File: config.mk
export PLATFORM = sky130hd
export DESIGN_NAME = mod_comp_serial_flat
export DESIGN_NICKNAME = d
export VERILOG_FILES = /design/src/rtl/comp_pkg.sv /design/src/rtl/mod_comp_serial_if.sv /design/src/rtl/mod_comp16.sv /design/src/rtl/mod_comp_serial.sv /design/src/flat_wrapper.sv
export SDC_FILE = /design/constraint.sdc
export NUM_CORES = 1
export LEC_CHECK = 0
export BUFFER_PORTS_ARGS = -buffer_cell sky130_fd_sc_hd__buf_4
export CELL_PAD_IN_SITES_DETAIL_PLACEMENT = 2
export CELL_PAD_IN_SITES_GLOBAL_PLACEMENT = 2
export CORE_ASPECT_RATIO = 0.8
export CORE_MARGIN = 2
export CORE_UTILIZATION = 29
export DETAILED_ROUTE_END_ITERATION = 6
export GPL_TIMING_DRIVEN = 0
export PLACE_DENSITY = 0.9
export SYNTH_ARGS = -nofsm -noshare
export SYNTH_HDL_FRONTEND = slang
export SYNTH_SLANG_ARGS = --single-unit
File: constraint.sdc
create_clock -name clk -period 2.6 [get_ports clk]
set_clock_uncertainty 0.05 [all_clocks]
set_input_delay 0.26 -clock clk [delete_from_list [all_inputs] [get_ports clk]]
set_output_delay 0.26 -clock clk [all_outputs]
set_load 0.02 [all_outputs]
File: src/rtl/comp_pkg.sv
// Shared types and constants for the serial multi-word magnitude comparator.
package comp_pkg;

  localparam int unsigned WORD_W = 16;

  typedef enum logic [1:0] {
    ST_IDLE,
    ST_ACCUM,
    ST_FINISH
  } state_t;

  typedef logic [2:0] casc_t;

  localparam casc_t CASC_GT = 3'b100;
  localparam casc_t CASC_EQ = 3'b010;
  localparam casc_t CASC_LT = 3'b001;

endpackage : comp_pkg

File: src/rtl/mod_comp_serial_if.sv
// Word-pair stream and verdict bundle between a requester and mod_comp_serial.
interface mod_comp_serial_if;
  import comp_pkg::*;

  logic              start_i;
  logic              valid_i;
  logic              last_i;
  logic [WORD_W-1:0] a_word_i;
  logic [WORD_W-1:0] b_word_i;
  logic              busy_o;
  logic              done_o;
  logic              err_o;
  logic              gt_o;
  logic              eq_o;
  logic              lt_o;

  modport master (
    output start_i, valid_i, last_i, a_word_i, b_word_i,
    input  busy_o, done_o, err_o, gt_o, eq_o, lt_o
  );

  modport slave (
    input  start_i, valid_i, last_i, a_word_i, b_word_i,
    output busy_o, done_o, err_o, gt_o, eq_o, lt_o
  );

endinterface : mod_comp_serial_if

File: src/rtl/mod_comp16.sv
// 16-bit cascadable magnitude comparator: a differing word decides, an equal word
// passes the incoming cascade through.
module mod_comp16
  import comp_pkg::*;
(
  input  logic [WORD_W-1:0] a_i,
  input  logic [WORD_W-1:0] b_i,
  input  logic              gt_i,
  input  logic              eq_i,
  input  logic              lt_i,
  output logic              gt_o,
  output logic              eq_o,
  output logic              lt_o
);

  always_comb begin
    {gt_o, eq_o, lt_o} = {gt_i, eq_i, lt_i};
    if (a_i > b_i) begin
      {gt_o, eq_o, lt_o} = CASC_GT;
    end else if (a_i < b_i) begin
      {gt_o, eq_o, lt_o} = CASC_LT;
    end
  end

endmodule : mod_comp16

File: src/rtl/mod_comp_serial.sv
// Serial multi-word comparator: streams 16-bit word pairs LS-first through mod_comp16.
// Optional macro COMP_SIGNED_EN treats the LAST word as the two's-complement sign word.
module mod_comp_serial
  import comp_pkg::*;
#(
  parameter int unsigned MAX_WORDS = 4
) (
  input  logic             clk,
  input  logic             rst,
  mod_comp_serial_if.slave bus
);

  localparam int unsigned CNT_W = $clog2(MAX_WORDS + 1);

  state_t            state_q, state_d;
  logic [CNT_W-1:0]  cnt_q, cnt_d;
  casc_t             casc_q, casc_d;
  casc_t             verdict_q, verdict_d;
  casc_t             slice_casc;
  logic              busy_q, busy_d;
  logic              done_q, done_d;
  logic              err_q, err_d;
  logic              full_c;
  logic [WORD_W-1:0] a_slice, b_slice;

  assign full_c = (cnt_q == CNT_W'(MAX_WORDS));

`ifdef COMP_SIGNED_EN
  // Flipping the sign bit of the top word maps two's complement onto unsigned order.
  assign a_slice = bus.last_i ? {~bus.a_word_i[WORD_W-1], bus.a_word_i[WORD_W-2:0]}
                              : bus.a_word_i;
  assign b_slice = bus.last_i ? {~bus.b_word_i[WORD_W-1], bus.b_word_i[WORD_W-2:0]}
                              : bus.b_word_i;
`else
  assign a_slice = bus.a_word_i;
  assign b_slice = bus.b_word_i;
`endif

  mod_comp16 u_slice (
    .a_i  (a_slice),
    .b_i  (b_slice),
    .gt_i (casc_q[2]),
    .eq_i (casc_q[1]),
    .lt_i (casc_q[0]),
    .gt_o (slice_casc[2]),
    .eq_o (slice_casc[1]),
    .lt_o (slice_casc[0])
  );

  // Next-state, counter, cascade and verdict update.
  always_comb begin
    state_d   = state_q;
    cnt_d     = cnt_q;
    casc_d    = casc_q;
    verdict_d = verdict_q;
    done_d    = 1'b0;
    err_d     = err_q;

    if (bus.start_i) begin
      state_d = ST_ACCUM;
      cnt_d   = '0;
      casc_d  = CASC_EQ;
      err_d   = 1'b0;
    end else begin
      case (state_q)
        ST_IDLE: ;
        ST_ACCUM: begin
          if (bus.valid_i) begin
            if (full_c) begin
              // Word beyond capacity is dropped; finish on what was accepted.
              err_d     = 1'b1;
              verdict_d = casc_q;
              done_d    = 1'b1;
              state_d   = ST_FINISH;
            end else begin
              casc_d = slice_casc;
              cnt_d  = cnt_q + CNT_W'(1);
              if (bus.last_i) begin
                verdict_d = slice_casc;
                done_d    = 1'b1;
                state_d   = ST_FINISH;
              end
            end
          end
        end
        ST_FINISH: state_d = ST_IDLE;
        default:   state_d = ST_IDLE;
      endcase
    end

    busy_d = (state_d == ST_ACCUM);
  end

  always_ff @(posedge clk or posedge rst) begin
    if (rst) begin
      state_q   <= ST_IDLE;
      cnt_q     <= '0;
      casc_q    <= CASC_EQ;
      verdict_q <= CASC_EQ;
      busy_q    <= 1'b0;
      done_q    <= 1'b0;
      err_q     <= 1'b0;
    end else begin
      state_q   <= state_d;
      cnt_q     <= cnt_d;
      casc_q    <= casc_d;
      verdict_q <= verdict_d;
      busy_q    <= busy_d;
      done_q    <= done_d;
      err_q     <= err_d;
    end
  end

  assign bus.busy_o = busy_q;
  assign bus.done_o = done_q;
  assign bus.err_o  = err_q;
  assign bus.gt_o   = verdict_q[2];
  assign bus.eq_o   = verdict_q[1];
  assign bus.lt_o   = verdict_q[0];

endmodule : mod_comp_serial
File: src/flat_wrapper.sv
// flat-port wrapper written by rule: the top's interface ports become plain ports
module mod_comp_serial_flat import comp_pkg::*;
#(
  parameter int unsigned MAX_WORDS = 4
)
  (clk, rst, bus_start_i, bus_valid_i, bus_last_i, bus_a_word_i, bus_b_word_i, bus_busy_o, bus_done_o, bus_err_o, bus_gt_o, bus_eq_o, bus_lt_o);
  mod_comp_serial_if bus_i ();
  input  logic clk;
  input  logic rst;
  input wire logic [$bits(bus_i.start_i)-1:0] bus_start_i;
  input wire logic [$bits(bus_i.valid_i)-1:0] bus_valid_i;
  input wire logic [$bits(bus_i.last_i)-1:0] bus_last_i;
  input wire logic [$bits(bus_i.a_word_i)-1:0] bus_a_word_i;
  input wire logic [$bits(bus_i.b_word_i)-1:0] bus_b_word_i;
  output wire logic [$bits(bus_i.busy_o)-1:0] bus_busy_o;
  output wire logic [$bits(bus_i.done_o)-1:0] bus_done_o;
  output wire logic [$bits(bus_i.err_o)-1:0] bus_err_o;
  output wire logic [$bits(bus_i.gt_o)-1:0] bus_gt_o;
  output wire logic [$bits(bus_i.eq_o)-1:0] bus_eq_o;
  output wire logic [$bits(bus_i.lt_o)-1:0] bus_lt_o;
  assign bus_i.start_i = bus_start_i;
  assign bus_i.valid_i = bus_valid_i;
  assign bus_i.last_i = bus_last_i;
  assign bus_i.a_word_i = bus_a_word_i;
  assign bus_i.b_word_i = bus_b_word_i;
  assign bus_busy_o = bus_i.busy_o;
  assign bus_done_o = bus_i.done_o;
  assign bus_err_o = bus_i.err_o;
  assign bus_gt_o = bus_i.gt_o;
  assign bus_eq_o = bus_i.eq_o;
  assign bus_lt_o = bus_i.lt_o;
  mod_comp_serial #(.MAX_WORDS(MAX_WORDS)) u_core (.clk(clk), .rst(rst), .bus(bus_i));
endmodule
==> results of run 1 <==
## worst register-to-register path, delay by kind of cell, from the launching register on
family / cells / cell delay (ns)
compound gates: 2 / 0.35
simple gates: 3 / 0.66
fa+ha+maj: 1 / 0.19
buf+inv: 1 / 0.07
flops: 1 / 0.41
## sequential cells by signal (all words and copies together) (netlist names)
register           cells
u_core.bus.done_o      1
u_core.bus.err_o       1
u_core.bus.busy_o      1
u_core.verdict_q       3
u_core.casc_q          3
u_core.state_q         2
u_core.cnt_q           3
## power breakdown
group / internal (uW) / switching (uW) / total [uW] / leakage, uW
Clock: 134 / 84.9 / 219 / 0.0000288
Sequential: 238 / 12.3 / 250 / 0.000173
Combinational: 95.4 / 96.1 / 192 / 0.000585
## cells in the final DEF (no fill, tap or decap), types with 2 or more instances in the layout
master	n
buf_4	42
inv_1	22
ha_1	18
nand2_1	12
dfrtp_1	12
a21oi_1	10
o21ai_0	7
nor2_1	5
nand3_1	4
clkbuf_8	4
and2_1	2
and3b_1	2
a31o_2	2
o21bai_1	2
dfstp_2	2
## Yosys cell counts, drive strengths merged
master	number
nor3b	1
xnor2	1
nor4b	1
xor2	1
dfrtp	12
o21ai	8
nand2b	1
mux2i	1
and2	2
a211oi	1
ha	18
a221oi	1
nor3	1
nand3	4
a31o	3
inv	22
nor2b	1
nand2	12
and3b	2
a31oi	1
nor2	6
and3	1
clkbuf	1
dfstp	2
o221ai	1
nand4	2
a21oi	10
o21bai	2
## per-layer routing
layer	vias up	wire (um)	global-route usage [%]
li1	498	-	-
met1	505	1272	18.22
met2	21	1723	33.99
met3	4	120	2.957
met4	0	38	4.043
met5	-	0	0
## final cells by class
type                            count  share of cell area, %
Sequential cell                    14                  23.90
Clock buffer                        4                  3.729
Inverter                           22                  5.593
Buffer                              1                 0.2542
Tap cell                           42                  3.559
Timing Repair Buffer               42                  21.36
Multi-Input combinational cell     82                  41.61
## path summary, 6_finish.rpt
| check | slack [ns] | cells after the start | end | from |
|---|---|---|---|---|
| setup / recovery | 0.72 | 8 | u_core.verdict_q[2] | bus_b_word_i[11] |
| hold / removal | 0.002 | 2 | u_core.bus.err_o | rst |
| setup reg to reg | 0.77 | 7 | u_core.verdict_q[1] | u_core.cnt_q[0] |
| hold reg to reg | 0.45 | 2 | u_core.bus.err_o | u_core.bus.err_o |
| max in group asynchronous | 2.13 | 2 | u_core.verdict_q[1] | rst |
| min in group clk | 0.18 | 2 | u_core.state_q[1] | bus_start_i |
## logic make-up (layout without fill, tap and decap cells)
group / after synthesis / after routing / synth area share (%)
and+or+nand+nor: 34 / 34 / 18.89
muxes: 1 / 1 / 0.9502
buffers and inverters: 23 / 69 / 8.195
AOI/OAI and AO/OA: 27 / 27 / 15.44
xor gates and xnor gates: 2 / 2 / 1.663
adders and majority gates: 18 / 18 / 21.38
DFF: 14 / 14 / 33.49
## metrics by stage
step,cell area (um^2),util (%),cells,hold slack [ns]
after floorplan,1054,-,119,0.09779
after global placement,1421,41.23,203,0.2848
after detailed placement,1421,41.23,203,0.2968
after CTS,1476,42.83,207,0.02732
after global routing,1476,42.83,207,0.06319
final,1476,42.83,207,0.001890
==> key figures, run 1 <==
Setup path
  – Sequence of cells on the critical path: buf_4, inv_1, ha_1, a21oi_1, o21ai_0, a221oi_1, nand3_1, a31o_1
  – CP Launch Type: primary input
  – Critical Path AT: 1.97 ns
  – Worst-path fanout max: 3
  – Setup crit end kind: flop
  – Critical path's largest stage delay: approximately 0.52 ns
  – Slowest CP cell: a221oi_1
  – Delay-heaviest family, CP: compound AO/OA/AOI/OAI gates
  – WP data required: 2.69 ns
  – CP Class: in2reg
  – CP Buf/Inv Count: 2

Clock tree
  – Max Buffers Root-to-Sink: 2
  – CTS Hold Bufs: 0
  – H-tree levels: 1
  – Clk sinks: 14
  – CTS tree: built
  – Post-CTS setup buffers: 0
  – CTS resizes: 0
  – Root buffer cell: clkbuf_8
  – Clk Latency, worst-skew pair: 0.25 ns
  – Clock slew at reported path FFs: ~0.060 ns
  – Total CTS buffers: 3

Synthesis
  – Area share of the largest cell type after synthesis: between 20 and 30%
  – Post-Syn Nets: about 170
  – Ys Warns: 0
  – Cell variety after synth: 32
  – FF+latch count, synth: 14
  – Mapped Area: around 1100 um^2
  – Sequential area share after synthesis: about a third
  – Top post-synthesis cells by area: dfrtp_1, ha_1, inv_1
  – Synth area leader: dfrtp_1
  – Mean instance size in the synthesized netlist: 8.853 um^2
  – Cells after synthesis: around 120

Cells and area
  – Fill count: just under 400
  – Antenna cells: 0
  – Sequential standard cell area: 352.8 um^2
  – Area growth syn-to-layout: 40.14%
  – Final nets: between 200 and 250
  – Layout cells sized above 1: between 30 and 40%
  – Multi-input logic area: 614.3 um^2

Power
  – Pwr dens: about 450 nW/um^2
  – P_leak: between 0.0007 and 0.0008 uW
  – Total power: about 660 uW
  – VDD IR-drop max: around 0.22 mV

STA
  – Setup_tns: 0 ns
  – Max-slew violation count: 0
  – Relative slew slack: a little under two thirds
  – Crit path time final: 1.880 ns
  – Worst slew pin tran: ~0.55 ns
  – Fin worst setup slack: 0.7195 ns
  – Count of final setup violators: 0
  – Final worst path period share: between 70% and 80%
  – Final Hold Viols: 0
  – Unrepaired setup endpoints after global routing: false
  – Fmax: approximately 0.53 GHz

Die
  – Die W: a little over 70 um
  – Die area: 4134 um^2
  – Row cnt: 19
  – Total core area: around 3400 um^2
  – I/O pin cnt: between 40 and 50
  – DIE HEIGHT: slightly below 60 um
  – Initial Utilization: around 31%

Placed design
  – Final GP Congestion: between 0.7 and 0.8
  – Dpl ws: ~0.47 ns
  – PortBufs: 42
  – DPL Wire Length: 2696 um

Drt
  – Starting DRT DRC Count: 19
  – Antenna-violating nets left: 0
  – Vias per inst: between 4 and 5
  – Routed len/inst: approximately 15 um
  – Drt drc: 0
  – Vias: around 1000
  – Routed WL: 3154 um
  – Drt first pass iters: 2

Global route
  – Total GRT Usage: 16.89%
  – Initial antenna violation count: 0
  – Pin count of the biggest net entering global routing: 15
  – First-pass GRT wire length: 5430 um
  – Total gr overflow: 0
  – Vias in the first global route: approximately 1200

Outcome
  – Outcome: complete, no violations

Flow run
  – Max cap viols: 0

Worst hold path
  – Worst hold path type: in2async
Note: power is estimated with default switching activity, not from simulation.
==> inputs of run 2 (changes only) <==
--- a/config.mk
+++ b/config.mk
@@ -5,15 +5,16 @@
 export SDC_FILE = /design/constraint.sdc
 export NUM_CORES = 1
 export LEC_CHECK = 0
+export ABC_AREA = 1
 export BUFFER_PORTS_ARGS = -buffer_cell sky130_fd_sc_hd__buf_4
 export CELL_PAD_IN_SITES_DETAIL_PLACEMENT = 2
 export CELL_PAD_IN_SITES_GLOBAL_PLACEMENT = 2
 export CORE_ASPECT_RATIO = 0.8
 export CORE_MARGIN = 2
-export CORE_UTILIZATION = 29
+export CORE_UTILIZATION = 26
 export DETAILED_ROUTE_END_ITERATION = 6
 export GPL_TIMING_DRIVEN = 0
-export PLACE_DENSITY = 0.9
+export PLACE_DENSITY = 0.85
 export SYNTH_ARGS = -nofsm -noshare
 export SYNTH_HDL_FRONTEND = slang
 export SYNTH_SLANG_ARGS = --single-unit
==> constraint.sdc (replaced) <==
create_clock -name clk -period 1.8 [get_ports clk]
set_clock_uncertainty 0.05 [all_clocks]
set_input_delay 0.18 -clock clk [delete_from_list [all_inputs] [get_ports clk]]
set_output_delay 0.18 -clock clk [all_outputs]
set_load 0.02 [all_outputs]
==> run 2 against run 1 <==
Synthesized area rose by 4.2%; global-route usage fell by 1.8 points; critical path depth rose by 2; synthesized cell count rose by 20%; sequential cell count did not move; clock power rose by 45%; final cell count rose by 19%; hold slack improved by 0.082 ns; utilization fell by 5.3 points; die area rose by 15%; sequential power rose by 49%; critical endpoint unchanged; largest power group unchanged.
==> key figures, run 2 <==
Synthesis
  – Post-synth EDFFs: 0
  – Cells after synthesis: roughly 140
  – Area share of the largest cell type after synthesis: 27.37%
  – Top post-synthesis cells by count: nand2_1, inv_1, ha_1, dfrtp_1, a21oi_1
  – Synth area leader: dfrtp_1
  – Top post-synthesis cells by area: dfrtp_1, ha_1, nand2_1
  – Async SR Flop Fraction: 100.0%
  – FF+latch count, synth: 14
  – Cell variety after synth: 22
  – Mapped Area: ~1100 um^2
  – Most common cell in the netlist: nand2_1
  – Post-Syn Nets: about 200
  – Mean instance size in the synthesized netlist: 7.673 um^2
  – Post-synth top flop: dfrtp_1
  – Sequential area share after synthesis: about a third
  – Ys Warns: 0

Clock tree
  – Clock slew at reported path FFs: about 0.060 ns
  – CTS Hold Bufs: 1
  – Max Buffers Root-to-Sink: 2
  – CTS tree: built
  – Total CTS buffers: 3
  – Clk sinks: 14
  – Post-CTS setup buffers: 0
  – CTS resizes: 0
  – H-tree levels: 1
  – Clk Latency, worst-skew pair: roughly 0.25 ns
  – Root buffer cell: clkbuf_8

Cells and area
  – Sequential standard cell area: 352.8 um^2
  – Layout cells sized above 1: between 30 and 40%
  – Area growth syn-to-layout: 41.16%
  – Antenna cells: 0
  – Final nets: approximately 250
  – Leading cell type in the layout, fill and taps excluded: buf_4
  – Fill count: 494
  – Multi-input logic area: around 620 um^2
  – Most frequent cells in the layout: buf_4, nand2_1, inv_1
  – Registers with the most flip-flops: u_core.casc_q (3), u_core.cnt_q (3), u_core.verdict_q (3)

Drt
  – Vias per inst: about 4.4
  – Routed len/inst: 13.03 um
  – Met1 wire length: between 1000 and 1500 um
  – Top layer in use: met4
  – Drt first pass iters: 4
  – Met3 wire length: 88 um
  – Vias: roughly 1100
  – Routed WL: ~3200 um
  – Drt drc: 0
  – Starting DRT DRC Count: 15
  – Antenna-violating nets left: 0
  – Met2 wire length: 1787 um

Global route
  – Pin count of the biggest net entering global routing: 15
  – First-pass GRT wire length: around 5700 um
  – Total GRT Usage: between 15 and 20%
  – Initial antenna violation count: 0
  – Total gr overflow: 0
  – Vias in the first global route: around 1300

Setup path
  – WP data required: roughly 1.9 ns
  – Setup crit end kind: flop
  – CP Launch Type: flop
  – Critical Path AT: 1.66 ns
  – Worst-path fanout max: 7
  – CP Class: reg2reg

Die
  – I/O pin cnt: between 40 and 50
  – Die area: approximately 4800 um^2
  – Initial Utilization: roughly a quarter
  – Total core area: roughly 4100 um^2
  – DIE HEIGHT: 62.11 um
  – Die W: between 70 and 80 um
  – Row cnt: 21

Power
  – Total power: between 900 and 1000 uW
  – Net Switching: ~300 uW
  – Logic gate share of total power: between 30% and 40%
  – Sw Share: a little under a third
  – Clock share of power: 32.0%
  – VDD IR-drop max: 0.3071 mV
  – Sequential group share of total power: 37.5%
  – Power Internal: between 600 and 700 uW
  – P_leak: 0.0008885 uW
  – Pwr dens: about 640 nW/um^2

STA
  – Count of final setup violators: 0
  – Unrepaired setup endpoints after global routing: false
  – Relative slew slack: approximately 62%
  – Worst slew pin tran: 0.5692 ns
  – Fin worst setup slack: approximately 0.28 ns
  – Max-slew violation count: 0
  – Setup_tns: 0 ns
  – Final Hold Viols: 0
  – Fmax: approximately 0.66 GHz
  – Crit path time final: between 1.5 and 2 ns
  – Final worst path period share: between 80% and 90%

Placed design
  – PortBufs: 42
  – Dpl ws: roughly 0.24 ns
  – DPL Wire Length: about 2700 um
  – Final GP Congestion: between 0.7 and 0.8

Outcome
  – Outcome: complete, no violations

Flow run
  – Max cap viols: 0

Worst hold path
  – Worst hold path type: in2reg
-- run 2: cell types whose count changed in the layout (fill, tap and decap cells not counted), sizes merged, moves of 2 or more --
cell,before,now
o21ai,8,6
nand3,4,6
o21bai,2,0
nor2,6,11
nand2,12,39
inv,22,32
a31o,3,0
and3b,2,0
and2,2,0
-- run 2: kinds of logic (layout without fill, tap and decap cells) --
group	after synthesis	count (layout)	share of synthesized area, %
simple gates	58	58	25.54
buf+inv	32	79	10.95
compound gates	20	20	10.03
fa+ha+maj	18	18	20.52
flops	14	14	32.16
xor+xnor	1	1	0.7983
-- run 2: stage by stage --
step           utilization [%]  hold WS [ns]  cell area [um^2]  std cells
4_1_cts                  37.55       0.08555              1549        247
6_report                 37.55       0.08431              1549        247
3_5_place_dp             35.97        0.2269              1484        242
5_1_grt                  37.55       0.09495              1549        247
3_3_place_gp             35.97        0.1944              1484        242
2_1_floorplan                -       0.01779              1097        143
-- run 2: final timing paths --
| kind | startpoint | end | slack, ns | depth (start not counted) |
|---|---|---|---|---|
| worst max-delay path | u_core.cnt_q[0] | u_core.verdict_q[2] | 0.28 | 10 |
| worst min-delay path | bus_start_i | u_core.bus.err_o | 0.08 | 2 |
| worst max register to register | u_core.cnt_q[0] | u_core.verdict_q[2] | 0.28 | 10 |
| worst min register to register | u_core.verdict_q[0] | u_core.verdict_q[0] | 0.45 | 2 |
| max in group asynchronous | rst | u_core.verdict_q[1] | 0.83 | 3 |
| min in group asynchronous | rst | u_core.state_q[0] | 0.49 | 3 |
-- run 2: power groups by stage --
stage	sequential, uW	combinational, uW	clock [uW]
after global placement	374	284	0
final	372	302	318
after CTS	373	311	328
after detailed placement	378	306	0
after floorplan	399	140	0
after global routing	377	346	338
-- run 2: critical path, stage by stage, from the launching register on --
cell and delay, ns:
dfrtp_1 0.38, inv_1 0.10, ha_1 0.18, nand2_2 0.09
inv_2 0.11, o21ai_2 0.07, inv_2 0.06, nand3_4 0.10
a21oi_1 0.16, nand2_1 0.09, nand2_1 0.06
-- run 2: per-layer routing --
metal  vias to the layer above  track usage, %
met5                         -               0
met4                         0           6.818
met3                         5           1.017
met2                        25           30.53
met1                       526           15.65
li1                        543               -
-- run 2: final cells by class --
| class | count | share of cell area, % |
|---|---|---|
| Sequential cell | 14 | 22.78 |
| Timing Repair Buffer | 43 | 21.00 |
| Clock buffer | 4 | 3.554 |
| Tap cell | 57 | 4.604 |
| Multi-Input combinational cell | 97 | 40.31 |
| Inverter | 32 | 7.754 |
==> inputs of run 3 (changes only) <==
--- a/config.mk
+++ b/config.mk
@@ -5,13 +5,13 @@
 export SDC_FILE = /design/constraint.sdc
 export NUM_CORES = 1
 export LEC_CHECK = 0
-export ABC_AREA = 1
+export ABC_AREA = 0
 export BUFFER_PORTS_ARGS = -buffer_cell sky130_fd_sc_hd__buf_4
 export CELL_PAD_IN_SITES_DETAIL_PLACEMENT = 2
 export CELL_PAD_IN_SITES_GLOBAL_PLACEMENT = 2
 export CORE_ASPECT_RATIO = 0.8
 export CORE_MARGIN = 2
-export CORE_UTILIZATION = 26
+export CORE_UTILIZATION = 27
 export DETAILED_ROUTE_END_ITERATION = 6
 export GPL_TIMING_DRIVEN = 0
 export PLACE_DENSITY = 0.85
==> constraint.sdc (replaced) <==
create_clock -name clk -period 1.4 [get_ports clk]
set_clock_uncertainty 0.05 [all_clocks]
set_input_delay 0.14 -clock clk [delete_from_list [all_inputs] [get_ports clk]]
set_output_delay 0.14 -clock clk [all_outputs]
set_load 0.02 [all_outputs]
==> run 3 against run 2 <==
Count of clock-buffer cells in the layout unchanged; critical path type is now in2reg; the flow now finishes with violations (negative setup slack); non-clock buffer count up 18; final area rose by 23%; largest power group is now combinational cells.
==> key figures, run 3 (synthesis gave the netlist of run 1 again) <==
Global route
  – Initial antenna violation count: 0
  – Total GRT Usage: between 10% and 20%
  – Total gr overflow: 0
  – First-pass GRT wire length: between 6000 and 7000 um
  – Vias in the first global route: about 1300
  – Pin count of the biggest net entering global routing: 15

Setup path
  – Slowest CP cell: ha_4
  – Sequence of cells on the critical path: buf_6, inv_4, ha_4, nand4_4, nor3_4, nor4b_4, buf_4, o21bai_1, a31o_1
  – Critical path's largest stage delay: between 0.2 and 0.3 ns
  – CP Class: in2reg
  – CP Launch Type: primary input
  – CP Buf/Inv Count: 3
  – Delay-heaviest family, CP: simple AND/OR/NAND/NOR gates
  – Setup crit end kind: flop
  – Critical Path AT: 1.66 ns
  – Worst-path fanout max: 6
  – WP data required: approximately 1.5 ns

Worst hold path
  – Worst hold path type: in2reg

Cells and area
  – Antenna cells: 0
  – Leading cell type in the layout, fill and taps excluded: buf_4
  – Design area: 1909 um^2
  – Final nets: about 240
  – Layout cells sized above 1: ~62%
  – Area growth syn-to-layout: 81.24%
  – Most frequent cells in the layout: buf_4, dfrtp_1, ha_4
  – Fill count: slightly below 400
  – Registers with the most flip-flops: u_core.casc_q (3), u_core.cnt_q (3), u_core.verdict_q (3)

Drt
  – Routed WL: 4857 um
  – Vias: 1149
  – Met3 wire length: 111 um
  – Vias per inst: ~4.8
  – Met1 wire length: 1974 um
  – Met2 wire length: 2630 um
  – Drt first pass iters: 4
  – Drt drc: 0
  – Antenna-violating nets left: 0
  – Routed len/inst: about 20 um
  – Starting DRT DRC Count: 44
  – Top layer in use: met4

STA
  – Count of final setup violators: 11
  – Relative slew slack: a little over three fifths
  – Unrepaired setup endpoints after global routing: true
  – Final worst path period share: 112.2%
  – Worst hold slack: about 0.039 ns
  – Fin worst setup slack: -0.1714 ns
  – Crit path time final: roughly 1.6 ns
  – Max-slew violation count: 0
  – Worst slew pin tran: 0.5563 ns
  – Final Hold Viols: 0
  – Fmax: 0.6364 GHz

Clock tree
  – Clk Latency, worst-skew pair: about 0.25 ns
  – Max Buffers Root-to-Sink: 2
  – Root buffer cell: clkbuf_8
  – Total CTS buffers: 3
  – Clk sinks: 14
  – Clock slew at reported path FFs: roughly 0.06 ns
  – CTS tree: built
  – H-tree levels: 1

Power
  – P_leak: ~0.0009 uW
  – VDD IR-drop max: 0.3684 mV
  – Pwr dens: around 730 nW/um^2

Die
  – Row cnt: 20
  – Die W: approximately 74 um
  – Initial Utilization: between 20% and 30%
  – I/O pin cnt: 43
  – DIE HEIGHT: ~60 um
  – Total core area: 3779 um^2
  – Die area: 4421 um^2

Placed design
  – DPL Wire Length: a little under 3000 um
  – PortBufs: between 40 and 50
  – Final GP Congestion: between 0.7 and 0.8
  – Dpl cell area: 1600 um^2

Flow run
  – Max cap viols: 0

Outcome
  – Outcome: finished with violations
  – Failing checks: negative setup slack
-- run 3: changes by cell type in the layout (fill, tap and decap cells not counted), sizes merged, moves of 2 or more --
cell / delta
o21ai: +2
and2: +2
nand3: -2
inv: -10
and3b: +2
nand2: -27
o21bai: +2
buf: +17
a31o: +3
nor2: -5
-- run 3: worst paths after layout --
check	from	end	slack [ns]	cells after the start
worst max-delay path	bus_b_word_i[15]	u_core.verdict_q[2]	-0.17	9
worst min-delay path	bus_start_i	u_core.state_q[1]	0.04	2
worst max register to register	u_core.cnt_q[0]	u_core.casc_q[2]	-0.14	7
worst min register to register	u_core.casc_q[1]	u_core.verdict_q[1]	0.49	2
max in group asynchronous	rst	u_core.state_q[0]	0.47	3
min in group asynchronous	rst	u_core.state_q[1]	0.46	3
-- run 3: final cells by class --
cell class	count	area (um^2)	area share (%)
Buffer	1	3.754	0.1966
Clock buffer	4	45.04	2.359
Inverter	22	97.59	5.111
Multi-Input combinational cell	82	862.1	45.15
Sequential cell	14	352.8	18.48
Tap cell	55	68.82	3.604
Timing Repair Buffer	60	479.2	25.10
-- run 3: metal layers --
metal	track usage, %	vias up
met5	0	-
met4	3.117	0
met3	3.204	10
met2	40.69	32
met1	21.11	573
li1	-	534
-- run 3: per-stage QoR --
stage / instances / utilization, % / setup slack [ns] / TNS [ns] / power [uW]
after CTS: 227 / 46.06 / -0.07828 / -0.2244 / 1305
after global routing: 238 / 50.53 / -0.2274 / -1.467 / 1472
final: 238 / 50.53 / -0.1714 / -0.9671 / 1399
after detailed placement: 216 / 42.35 / -0.3624 / -2.032 / 906.5
after floorplan: 119 / - / -0.009484 / -0.009484 / 707.0
after global placement: 216 / 42.35 / -0.2975 / -1.463 / 865.3
-- run 3: power by group --
part | leakage [uW] | internal (uW) | switching [uW] | total (uW)
combinational | 0.000707 | 297 | 285 | 582
clock | 0.0000228 | 201 | 148 | 349
sequential | 0.000173 | 442 | 25.3 | 468
total | 0.000903 | 941 | 458 | 1400
-- run 3: repair_timing --
action | in CTS | in global routing
endpoints found under the hold margin | 12 | 0
pin swaps | 6 | 20
resized for setup | 14 | 22
hold buffers | 1 | 0
setup endpoints to repair | 11 | 10
setup buffers | 6 | 11
